$ cat src/rtl/ps2_pkg.sv
// ps2_pkg
// Shared definitions for the PS/2 keyboard receiver:
//   - PS2_EXT / PS2_BRK : extended and break prefix scancodes
//   - pfx_state_t       : prefix FSM encoding (bit 0 = ext seen, bit 1 = brk seen)
//   - EV_W, ps2_event_t : queued key event {ext, brk, code[7:0]}
//   - odd_parity_ok     : frame parity helper over data+parity bits
package ps2_pkg;

    localparam logic [7:0] PS2_EXT = 8'hE0;
    localparam logic [7:0] PS2_BRK = 8'hF0;

    localparam int EV_W = 10;

    typedef enum logic [1:0] {
        PFX_IDLE    = 2'd0,
        PFX_EXT     = 2'd1,
        PFX_BRK     = 2'd2,
        PFX_EXT_BRK = 2'd3
    } pfx_state_t;

    typedef struct packed {
        logic       ext;
        logic       brk;
        logic [7:0] code;
    } ps2_event_t;

    // PS/2 uses odd parity: the eight data bits plus the parity bit
    // must contain an odd number of ones.
    function automatic logic odd_parity_ok(input logic [8:0] bits);
        return ^bits;
    endfunction

endpackage

$ cat src/rtl/ps2_event_fifo.sv
// ps2_event_fifo
// Show-ahead synchronous FIFO for decoded key events.
// Ports:
//   clk, reset   : clock, asynchronous active-high reset
//   push         : write request for push_data
//   push_data    : event to enqueue
//   pop          : consumer accepted the head entry (ignored while empty)
//   head         : current head entry (valid while empty == 0)
//   empty        : no entries stored
//   ovf          : one-cycle pulse when a push is dropped because the FIFO is full
//
// Handshake: the head entry is offered whenever empty == 0; it is consumed on
// any clock edge where the consumer holds pop high while an entry is present.
// A push into a full FIFO succeeds only if a pop frees a slot on the same edge.
module ps2_event_fifo #(
    parameter int WIDTH = 10,
    parameter int DEPTH = 4
) (
    input  logic             clk,
    input  logic             reset,
    input  logic             push,
    input  logic [WIDTH-1:0] push_data,
    input  logic             pop,
    output logic [WIDTH-1:0] head,
    output logic             empty,
    output logic             ovf
);

    localparam int AW = $clog2(DEPTH);

    logic [WIDTH-1:0] mem [DEPTH];
    // One extra pointer bit distinguishes full from empty when the indices match.
    logic [AW:0]      wr_ptr;
    logic [AW:0]      rd_ptr;
    logic             full;
    logic             do_pop;
    logic             do_push;

    assign empty   = (wr_ptr == rd_ptr);
    assign full    = (wr_ptr[AW] != rd_ptr[AW]) && (wr_ptr[AW-1:0] == rd_ptr[AW-1:0]);
    assign do_pop  = pop && !empty;
    assign do_push = push && (!full || do_pop);
    assign head    = mem[rd_ptr[AW-1:0]];

    always_ff @(posedge clk or posedge reset) begin
        if (reset) begin
            wr_ptr <= '0;
            rd_ptr <= '0;
            ovf    <= 1'b0;
            for (int i = 0; i < DEPTH; i++) begin
                mem[i] <= '0;
            end
        end else begin
            if (do_push) begin
                mem[wr_ptr[AW-1:0]] <= push_data;
                wr_ptr              <= wr_ptr + 1'b1;
            end
            if (do_pop) begin
                rd_ptr <= rd_ptr + 1'b1;
            end
            ovf <= push && full && !do_pop;
        end
    end

endmodule

$ cat src/rtl/ps2_kbd_rx.sv
// ps2_kbd_rx
// PS/2 keyboard receiver: filters ps2clk, assembles 11-bit frames, decodes the
// E0 (extended) / F0 (break) prefixes into key events, queues events in a
// small FIFO and keeps a history of released keys.
// Ports:
//   clk, reset           : system clock, asynchronous active-high reset
//   ps2clk, ps2data      : raw PS/2 pins (asynchronous)
//   ev_valid / ev_ready  : event handshake; head is consumed on an edge where both are high
//   ev_code, ev_ext, ev_brk : head event fields
//   hist                 : released-key history, [7:0] newest
//   frame_err            : one-cycle pulse on a bad frame or partial-frame timeout
//   ovf                  : one-cycle pulse when an event is dropped (FIFO full)
module ps2_kbd_rx
    import ps2_pkg::*;
#(
    parameter int FILT_LEN    = 8,
    parameter int HIST_DEPTH  = 3,
    parameter int FIFO_DEPTH  = 4,
    parameter int TIMEOUT_CYC = 50000,
    parameter int REPORT_MAKE = 0
) (
    input  logic                    clk,
    input  logic                    reset,
    input  logic                    ps2clk,
    input  logic                    ps2data,
    output logic                    ev_valid,
    input  logic                    ev_ready,
    output logic [7:0]              ev_code,
    output logic                    ev_ext,
    output logic                    ev_brk,
    output logic [8*HIST_DEPTH-1:0] hist,
    output logic                    frame_err,
    output logic                    ovf
);

    localparam int HALF   = FILT_LEN / 2;
    localparam int IDLE_W = $clog2(TIMEOUT_CYC + 1);

    // ------------------------------------------------------------------
    // ps2clk filter: newest sample enters at bit 0. A fall is a full half
    // window of ones followed by a full half window of zeros, so any low
    // pulse shorter than HALF clks never qualifies.
    // ------------------------------------------------------------------
    logic [FILT_LEN-1:0] samp;
    logic [1:0]          data_sync;
    logic                data_s;
    logic                fall;

    assign fall   = (samp[FILT_LEN-1:HALF] == '1) && (samp[HALF-1:0] == '0);
    assign data_s = data_sync[1];

    // ------------------------------------------------------------------
    // Frame assembly. shift holds {parity, d7..d0, start} once cnt == 10.
    // ------------------------------------------------------------------
    logic [3:0]        cnt;
    logic [9:0]        shift;
    logic [IDLE_W-1:0] idle;
    logic              frame_done;
    logic              frame_ok;
    logic              frame_bad;
    logic              timeout;
    logic [7:0]        data_byte;

    assign data_byte  = shift[8:1];
    assign frame_done = fall && (cnt == 4'd10);
    assign frame_ok   = frame_done && !shift[0] && data_s && odd_parity_ok(shift[9:1]);
    assign frame_bad  = frame_done && !frame_ok;
    // Fires on the TIMEOUT_CYC-th consecutive clk without a fall mid-frame.
    assign timeout    = (cnt != 4'd0) && !fall && (idle == IDLE_W'(TIMEOUT_CYC - 1));

    always_ff @(posedge clk or posedge reset) begin
        if (reset) begin
            samp      <= '0;
            data_sync <= '0;
            cnt       <= '0;
            shift     <= '0;
            idle      <= '0;
            frame_err <= 1'b0;
        end else begin
            samp      <= {samp[FILT_LEN-2:0], ps2clk};
            data_sync <= {data_sync[0], ps2data};
            frame_err <= timeout || frame_bad;
            if (timeout) begin
                cnt   <= '0;
                shift <= '0;
                idle  <= '0;
            end else if (fall) begin
                idle <= '0;
                if (cnt == 4'd10) begin
                    cnt <= '0;
                end else begin
                    shift <= {data_s, shift[9:1]};
                    cnt   <= cnt + 4'd1;
                end
            end else if (cnt != 4'd0) begin
                idle <= idle + IDLE_W'(1);
            end else begin
                idle <= '0;
            end
        end
    end

    // ------------------------------------------------------------------
    // Prefix FSM. The state encodes which prefixes have been seen since the
    // last completed key, so repeated E0/F0 simply leave their bit set.
    // ------------------------------------------------------------------
    pfx_state_t pfx;
    logic       ext_now;
    logic       brk_now;
    logic       emit;
    logic       push;
    ps2_event_t push_ev;

    assign ext_now = (pfx == PFX_EXT) || (pfx == PFX_EXT_BRK);
    assign brk_now = (pfx == PFX_BRK) || (pfx == PFX_EXT_BRK);
    assign emit    = frame_ok && (data_byte != PS2_EXT) && (data_byte != PS2_BRK);
    assign push    = emit && (brk_now || (REPORT_MAKE != 0));
    assign push_ev = '{ext: ext_now, brk: brk_now, code: data_byte};

    always_ff @(posedge clk or posedge reset) begin
        if (reset) begin
            pfx <= PFX_IDLE;
        end else if (timeout || frame_bad) begin
            pfx <= PFX_IDLE;
        end else if (frame_ok) begin
            case (data_byte)
                PS2_EXT: pfx <= brk_now ? PFX_EXT_BRK : PFX_EXT;
                PS2_BRK: pfx <= ext_now ? PFX_EXT_BRK : PFX_BRK;
                default: pfx <= PFX_IDLE;
            endcase
        end
    end

    // ------------------------------------------------------------------
    // Release history: updated on every break event, whether or not the
    // FIFO had room for it.
    // ------------------------------------------------------------------
    logic [8*HIST_DEPTH+7:0] hist_next;

    assign hist_next = {hist, data_byte};

    always_ff @(posedge clk or posedge reset) begin
        if (reset) begin
            hist <= '0;
        end else if (emit && brk_now) begin
            hist <= hist_next[8*HIST_DEPTH-1:0];
        end
    end

    // ------------------------------------------------------------------
    // Event queue
    // ------------------------------------------------------------------
    logic [EV_W-1:0] head_bits;
    ps2_event_t      head_ev;
    logic            fifo_empty;

    ps2_event_fifo #(
        .WIDTH (EV_W),
        .DEPTH (FIFO_DEPTH)
    ) u_fifo (
        .clk       (clk),
        .reset     (reset),
        .push      (push),
        .push_data (push_ev),
        .pop       (ev_ready),
        .head      (head_bits),
        .empty     (fifo_empty),
        .ovf       (ovf)
    );

    assign head_ev  = head_bits;
    assign ev_valid = !fifo_empty;
    assign ev_code  = head_ev.code;
    assign ev_ext   = head_ev.ext;
    assign ev_brk   = head_ev.brk;

endmodule

$ cat config.mk
export PLATFORM = sky130hd
export DESIGN_NAME = ps2_kbd_rx
export DESIGN_NICKNAME = d
export VERILOG_FILES = /design/src/rtl/ps2_pkg.sv /design/src/rtl/ps2_event_fifo.sv /design/src/rtl/ps2_kbd_rx.sv
export SDC_FILE = /design/constraint.sdc
export NUM_CORES = 1
export LEC_CHECK = 0
export CAP_MARGIN = 5
export CORE_MARGIN = 2
export CORE_UTILIZATION = 30
export CTS_BUF_LIST = sky130_fd_sc_hd__clkbuf_16
export CTS_CLUSTER_DIAMETER = 60
export DETAILED_ROUTE_END_ITERATION = 10
export DONT_BUFFER_PORTS = 1
export PLACE_DENSITY_LB_ADDON = 0.08
export SLEW_MARGIN = 20
export SYNTH_ARGS = -nofsm -noshare
export SYNTH_HDL_FRONTEND = slang
export SYNTH_SLANG_ARGS = --single-unit
$ cat constraint.sdc
create_clock -name clk -period 7.8 [get_ports clk]
set_clock_uncertainty 0.1 [all_clocks]
set_input_delay 1.17 -clock clk [delete_from_list [all_inputs] [get_ports clk]]
set_output_delay 1.17 -clock clk [all_outputs]
set_load 0.01 [all_outputs]
# Word-level counts from Yosys, hierarchy flattened
# Cells that the tools add are included.
dict set report word_totals {
  reg_bits 114
  inputBits 5
  output_inout_bits 37
  word_cells 91
}
dict set report classes {
  add_sub_neg 4
  order_cmp 3
  n_eq_ne 14
  n_mux 20
  bitwise_logic 2
  n_reduce_logical 33
}
# operator count
set ops {}
lappend ops {{$mux 10} 6}
lappend ops {{$mux 16} 3}
lappend ops {{$bwmux 40} 1}
lappend ops {{$bmux 10 s2} 1}
lappend ops {{$demux 10 s2} 1}
lappend ops {{$logic_and 1x1->1} 17}
lappend ops {{$add 16x1->16 const B} 1}
lappend ops {{$eq 16x16->1 const B} 1}
lappend ops {{$eq 8x8->1 const B} 2}
lappend ops {{$ne 8x8->1 const B} 2}
lappend ops {{$mux 4} 3}
lappend ops {{$reduce_xor 9->1} 1}
lappend ops {{$eq 4x4->1 const B} 2}
lappend ops {{$add 3x1->3 const B} 2}
lappend ops {{$ge 3x3->1 const B} 2}
lappend ops {{$logic_not 1->1} 6}
lappend ops {{$mux 2} 3}
lappend ops {{$not 2->3} 2}
lappend ops {{$add 4x1->4 const B} 1}
lappend ops {{$eq 2x2->1 const B} 2}
lappend ops {{$logic_not 4->1} 1}
lappend ops {{$logic_or 1x1->1} 4}
lappend ops {{$pmux 2 s2} 1}
lappend ops {{$reduce_bool 2->1} 2}
lappend ops {{other kinds (9)} 9}

# Longest topological paths before layout
dict set report logic_depth {
  ltp_word 11
  depth_mapped 8
  depth_no_buf 6
}

# Modules after synthesis
# A second synthesis with hierarchy kept.
dict set report unflattened {
  cells_unflattened 370
  hier_area_um2 5272.6
}
# mod instances cells_per_inst area_per_inst_um2 seq_area_each_um2
set by_module_without_submodules {}
lappend by_module_without_submodules {ps2_kbd_rx 1 234 3030.4 1676.6}
lappend by_module_without_submodules {ps2_event_fifo 1 136 2242.2 1176.1}

# Worst setup path after synthesis
# No wires, ideal clock.
dict set report synth_path {
  path_type {reg-to-output}
  start {register u_fifo.rd_ptr[0]}
  end {output ev_brk}
  t_arrival_ns 1.536
  required_ns 6.530
  setup_slack_ns 4.994
  path_stages_with_launch 3
  path_buffers 1
  cell_sequence {dfrtp_1 -> buf_1 -> mux4_2}
}
dict set report synth_between {
  elab_chain_cells 4
}
# item line
set synth_lines {}
lappend synth_lines {{from (decl)} ps2_event_fifo.sv:34} ;# logic [AW:0] rd_ptr;
lappend synth_lines {{from (signal assigned)} ps2_event_fifo.sv:59} ;# rd_ptr <= rd_ptr + 1'b1;
lappend synth_lines {{$not 2->3 (not written as such)} ps2_event_fifo.sv:43} ;# assign head = mem[rd_ptr[AW-1:0]];
lappend synth_lines {{$bmux 10 s2} ps2_event_fifo.sv:43}
lappend synth_lines {{$mux 10 (not written as such) (2 in series)} ps2_event_fifo.sv:43}
lappend synth_lines {{to (decl)} ps2_kbd_rx.sv:30} ;# output logic ev_brk,
# Every way passes these cells. The select of a mux whose other input is x is not followed.

# Worst setup path after layout
dict set report layout_path {
  start {register u_fifo.rd_ptr[0]}
  end {output ev_code[4]}
}
dict set report layout_between {
  elab_chain_cells 4
}
# item line
set layout_lines {}
lappend layout_lines {{$not 2->3 (not written as such)} ps2_event_fifo.sv:43}
lappend layout_lines {{$bmux 10 s2} ps2_event_fifo.sv:43}
lappend layout_lines {{$mux 10 (not written as such) (2 in series)} ps2_event_fifo.sv:43}
lappend layout_lines {{to (decl)} ps2_kbd_rx.sv:28} ;# output logic [7:0] ev_code,
# Every way passes these cells. The select of a mux whose other input is x is not followed.

==> flow_summary.yaml <==
run_status:
  status: "complete, no violations"
worst_setup_path:
  cp.buffers_inverters: 0
  crit_path_end_kind: "output port"
  rrSetupSlack_ns: 4.61
  arrival_ns: 1.98
  startpoint_type: "flop"
  cp-endpoint: "ev_code[4]"
  critPathMaxStageDelay_ns: 0.90
  path_class: "reg -> out"
  cp_max_fo: 13
  crit_slowest_cell: "dfrtp_1"
  crit_path_start: "u_fifo.rd_ptr[0]$_DFFE_PP0P_"
  path_depth: 1
  r2r_start: "shift[5]$_DFFE_PP0P_"
  reg2reg_depth: 6
  crit_path_cell_trace: "mux4_2"
  required_ns: 6.53
  r2r-end: "u_fifo.mem[14]$_DFFE_PP0P_"
  cpLargestDelayFamily: "flip-flops"
pwr:
  power_frac_comb_pct: 1.9
  pwr-share-seq_pct: 46.3
  internal_power_mw: 1.022
  p_clk_share_pct: 51.7
  powerDensity_nw_per_um2: 222.6
  p_sw_share_pct: 21.27
  p_sw_mw: 0.2761
  p_leak_nw: 2.656
  ir_drop_mv: 0.1447
yosys:
  synth.area.mux_share_pct: 20.12
  synth_compound_area_share_pct: 2.952
  synthSimpleGateAreaFrac_pct: 11.02
  synth_flop_cell: "dfrtp_1"
  synth_top_family_by_area: "multiplexers"
  ys_warn_count: 0
  synth_xor_area_share_pct: 4.403
  synth-seq-cells: 114
  synthTopCellsByArea: "dfrtp_1, mux2_2, mux4_2"
  yosys.area.top_type: "dfrtp_1"
  synth_seq_area_share_pct: 56.09
  synth.distinct_cells: 40
  netlist_top_cells_count: "dfrtp_1, mux2_2, nor2_1, ha_1"
  synth_fa_ha_area_share_pct: 3.444
  ys_async_sr_fraction_pct: 100.0
  synth_nets: 393
  synth_most_common_cell: "dfrtp_1"
  syn_area_um2: 5086
  avgSynthCellArea_um2: 13.60
  synth_cells: 374
  synth_edf_count: 0
  synth_top_area_share_pct: 56.09
floorplan:
  ioPinCount: 42
  die_w_um: 134.2
  fp.dieH_um: 134.2
  die-area_um2: 18010
  core_um2: 16580
  rows: 47
  start_util_pct: 30.67
clock_network:
  clock_latency_ns: 0.41
  cts_buffers: 17
  cts.htree.levels: 4
  clock_path_buffers: 2
  holdBufCountCts: 0
  cts.sinks: 114
  path_clk_slew_ns: 0.05
  ctsResizeCount: 0
  cts-root-buf: "clkbuf_16"
  cts_tree: "built"
  post_cts_buffers: 0
routing:
  dr.pass1.iters: 4
  viasPerCell: 4.866
  drc: 0
  post_drt_wl_per_cell_um: 17.73
  route.vias.total: 2973
  ant_nets: 0
  drt_iter0_drc: 143
  routed_wl_um: 10840
sta:
  setup_violations: 0
  maxSlewHeadroom_pct: 39.31
  period_share_pct: 41.64
  drv_slew: 0
  worst_pin_slew_ns: 0.9054
  tns_ns: 0
  rsz0062_at_grt: "no"
  fmax_mhz: 307.9
  holdWs_ns: 0.2510
  finalCriticalPeriod_ns: 3.248
  hold_viol: 0
grt:
  grt_overflow: 0
  first_global_vias: 3181
  grt_pass1_wl_um: 17900
  grtUsageTotal_pct: 13.20
  grt_antenna_before_repair: 0
  grt_start_max_net_pins: 71
finish:
  syn_to_final_growth_pct: 14.64
  layout.nets: 400
  n_antenna_cell: 0
  layout-drive-gt1-share_pct: 27.11
  postLayoutCoreUtil_pct: 35.16
worst_hold_path:
  min_path_type: "reg -> reg"
  worstHoldStart: "data_sync[0]$_DFF_PP0_"
  min_path_cells: 0
place:
  io_buffers: 0
  gp_congestion: 0.7361
  hpwl_um: 6979
flow_run:
  drv_cap: 0
==> flip-flops by register name, summed over array words and instances (netlist names) <==
name           flops
hist              24
samp               8
u_fifo.rd_ptr      3
shift             10
cnt                4
idle              16
data_sync          2
frame_err          1
pfx                2
u_fifo.mem        40
u_fifo.wr_ptr      3
u_fifo.ovf         1
==> cells in the final DEF, fill, tap and decap left out, types with 3 or more instances in the layout <==
master / n
a31oi_1: 3
and3_1: 3
and4_1: 5
clkbuf_16: 17
clkinv_1: 5
clkinv_2: 5
dfrtp_1: 114
ha_1: 14
inv_1: 10
mux2_2: 62
mux2i_1: 10
mux4_2: 10
nand2_1: 9
nand3_1: 10
nand4_1: 13
nor2_1: 27
nor3_1: 3
nor4_1: 4
o2111ai_2: 4
o211ai_1: 3
o21ai_0: 4
or2b_1: 3
xnor2_1: 10
xor2_1: 13
==> cell type report <==
cell class                      count  area, um^2
Fill cell                        1647       10750
Sequential cell                   114        2853
Multi-Input combinational cell    236        2145
Clock buffer                       17       425.4
Tap cell                          220       275.3
Clock inverter                     12       77.57
Inverter                           10       40.04
Timing Repair Buffer                2       15.01
==> metrics by stage <==
stage	setup slack [ns]	std cells	power (mW)	cell area (um^2)
detailed placement	4.389	582	0.6379	5326
global route	4.333	611	1.358	5831
finish	4.552	611	1.298	5831
CTS	4.396	611	1.329	5829
global placement	4.460	582	0.6377	5326
floorplan	3.514	374	0.6288	5086
==> metal layers <==
metal	global-route usage (%)	share of wire, %	vias to the layer above
met5	0	0	-
met1	17.29	47	1543
li1	-	-	1372
met4	4.211	1.0	0
met3	5.404	5.8	9
met2	19.95	46	49
==> worst min path at each step <==
stage	endpoint	slack (ns)
CTS	data_sync[1]$_DFF_PP0_	0.25
floorplan	data_sync[1]$_DFF_PP0_	0.23
global placement	data_sync[1]$_DFF_PP0_	0.26
finish	data_sync[1]$_DFF_PP0_	0.25
global route	data_sync[1]$_DFF_PP0_	0.27
detailed placement	data_sync[1]$_DFF_PP0_	0.24
==> cell families (layout without fill, tap and decap cells) <==
family | Yosys count | after routing
simple gates | 98 | 98
flops | 114 | 114
xor+xnor | 24 | 24
fa+ha+maj | 14 | 14
mux | 82 | 82
buf+inv | 24 | 41
compound gates | 18 | 18
==> power groups by stage <==
stage	combinational [mW]	clock, mW	sequential (mW)
final	0.0252	0.671	0.601
after detailed placement	0.0269	0	0.611
after CTS	0.0269	0.701	0.601
after floorplan	0.0191	0	0.610
after global routing	0.0297	0.727	0.601
after global placement	0.0268	0	0.611
Power figures use the tool's default switching activity.
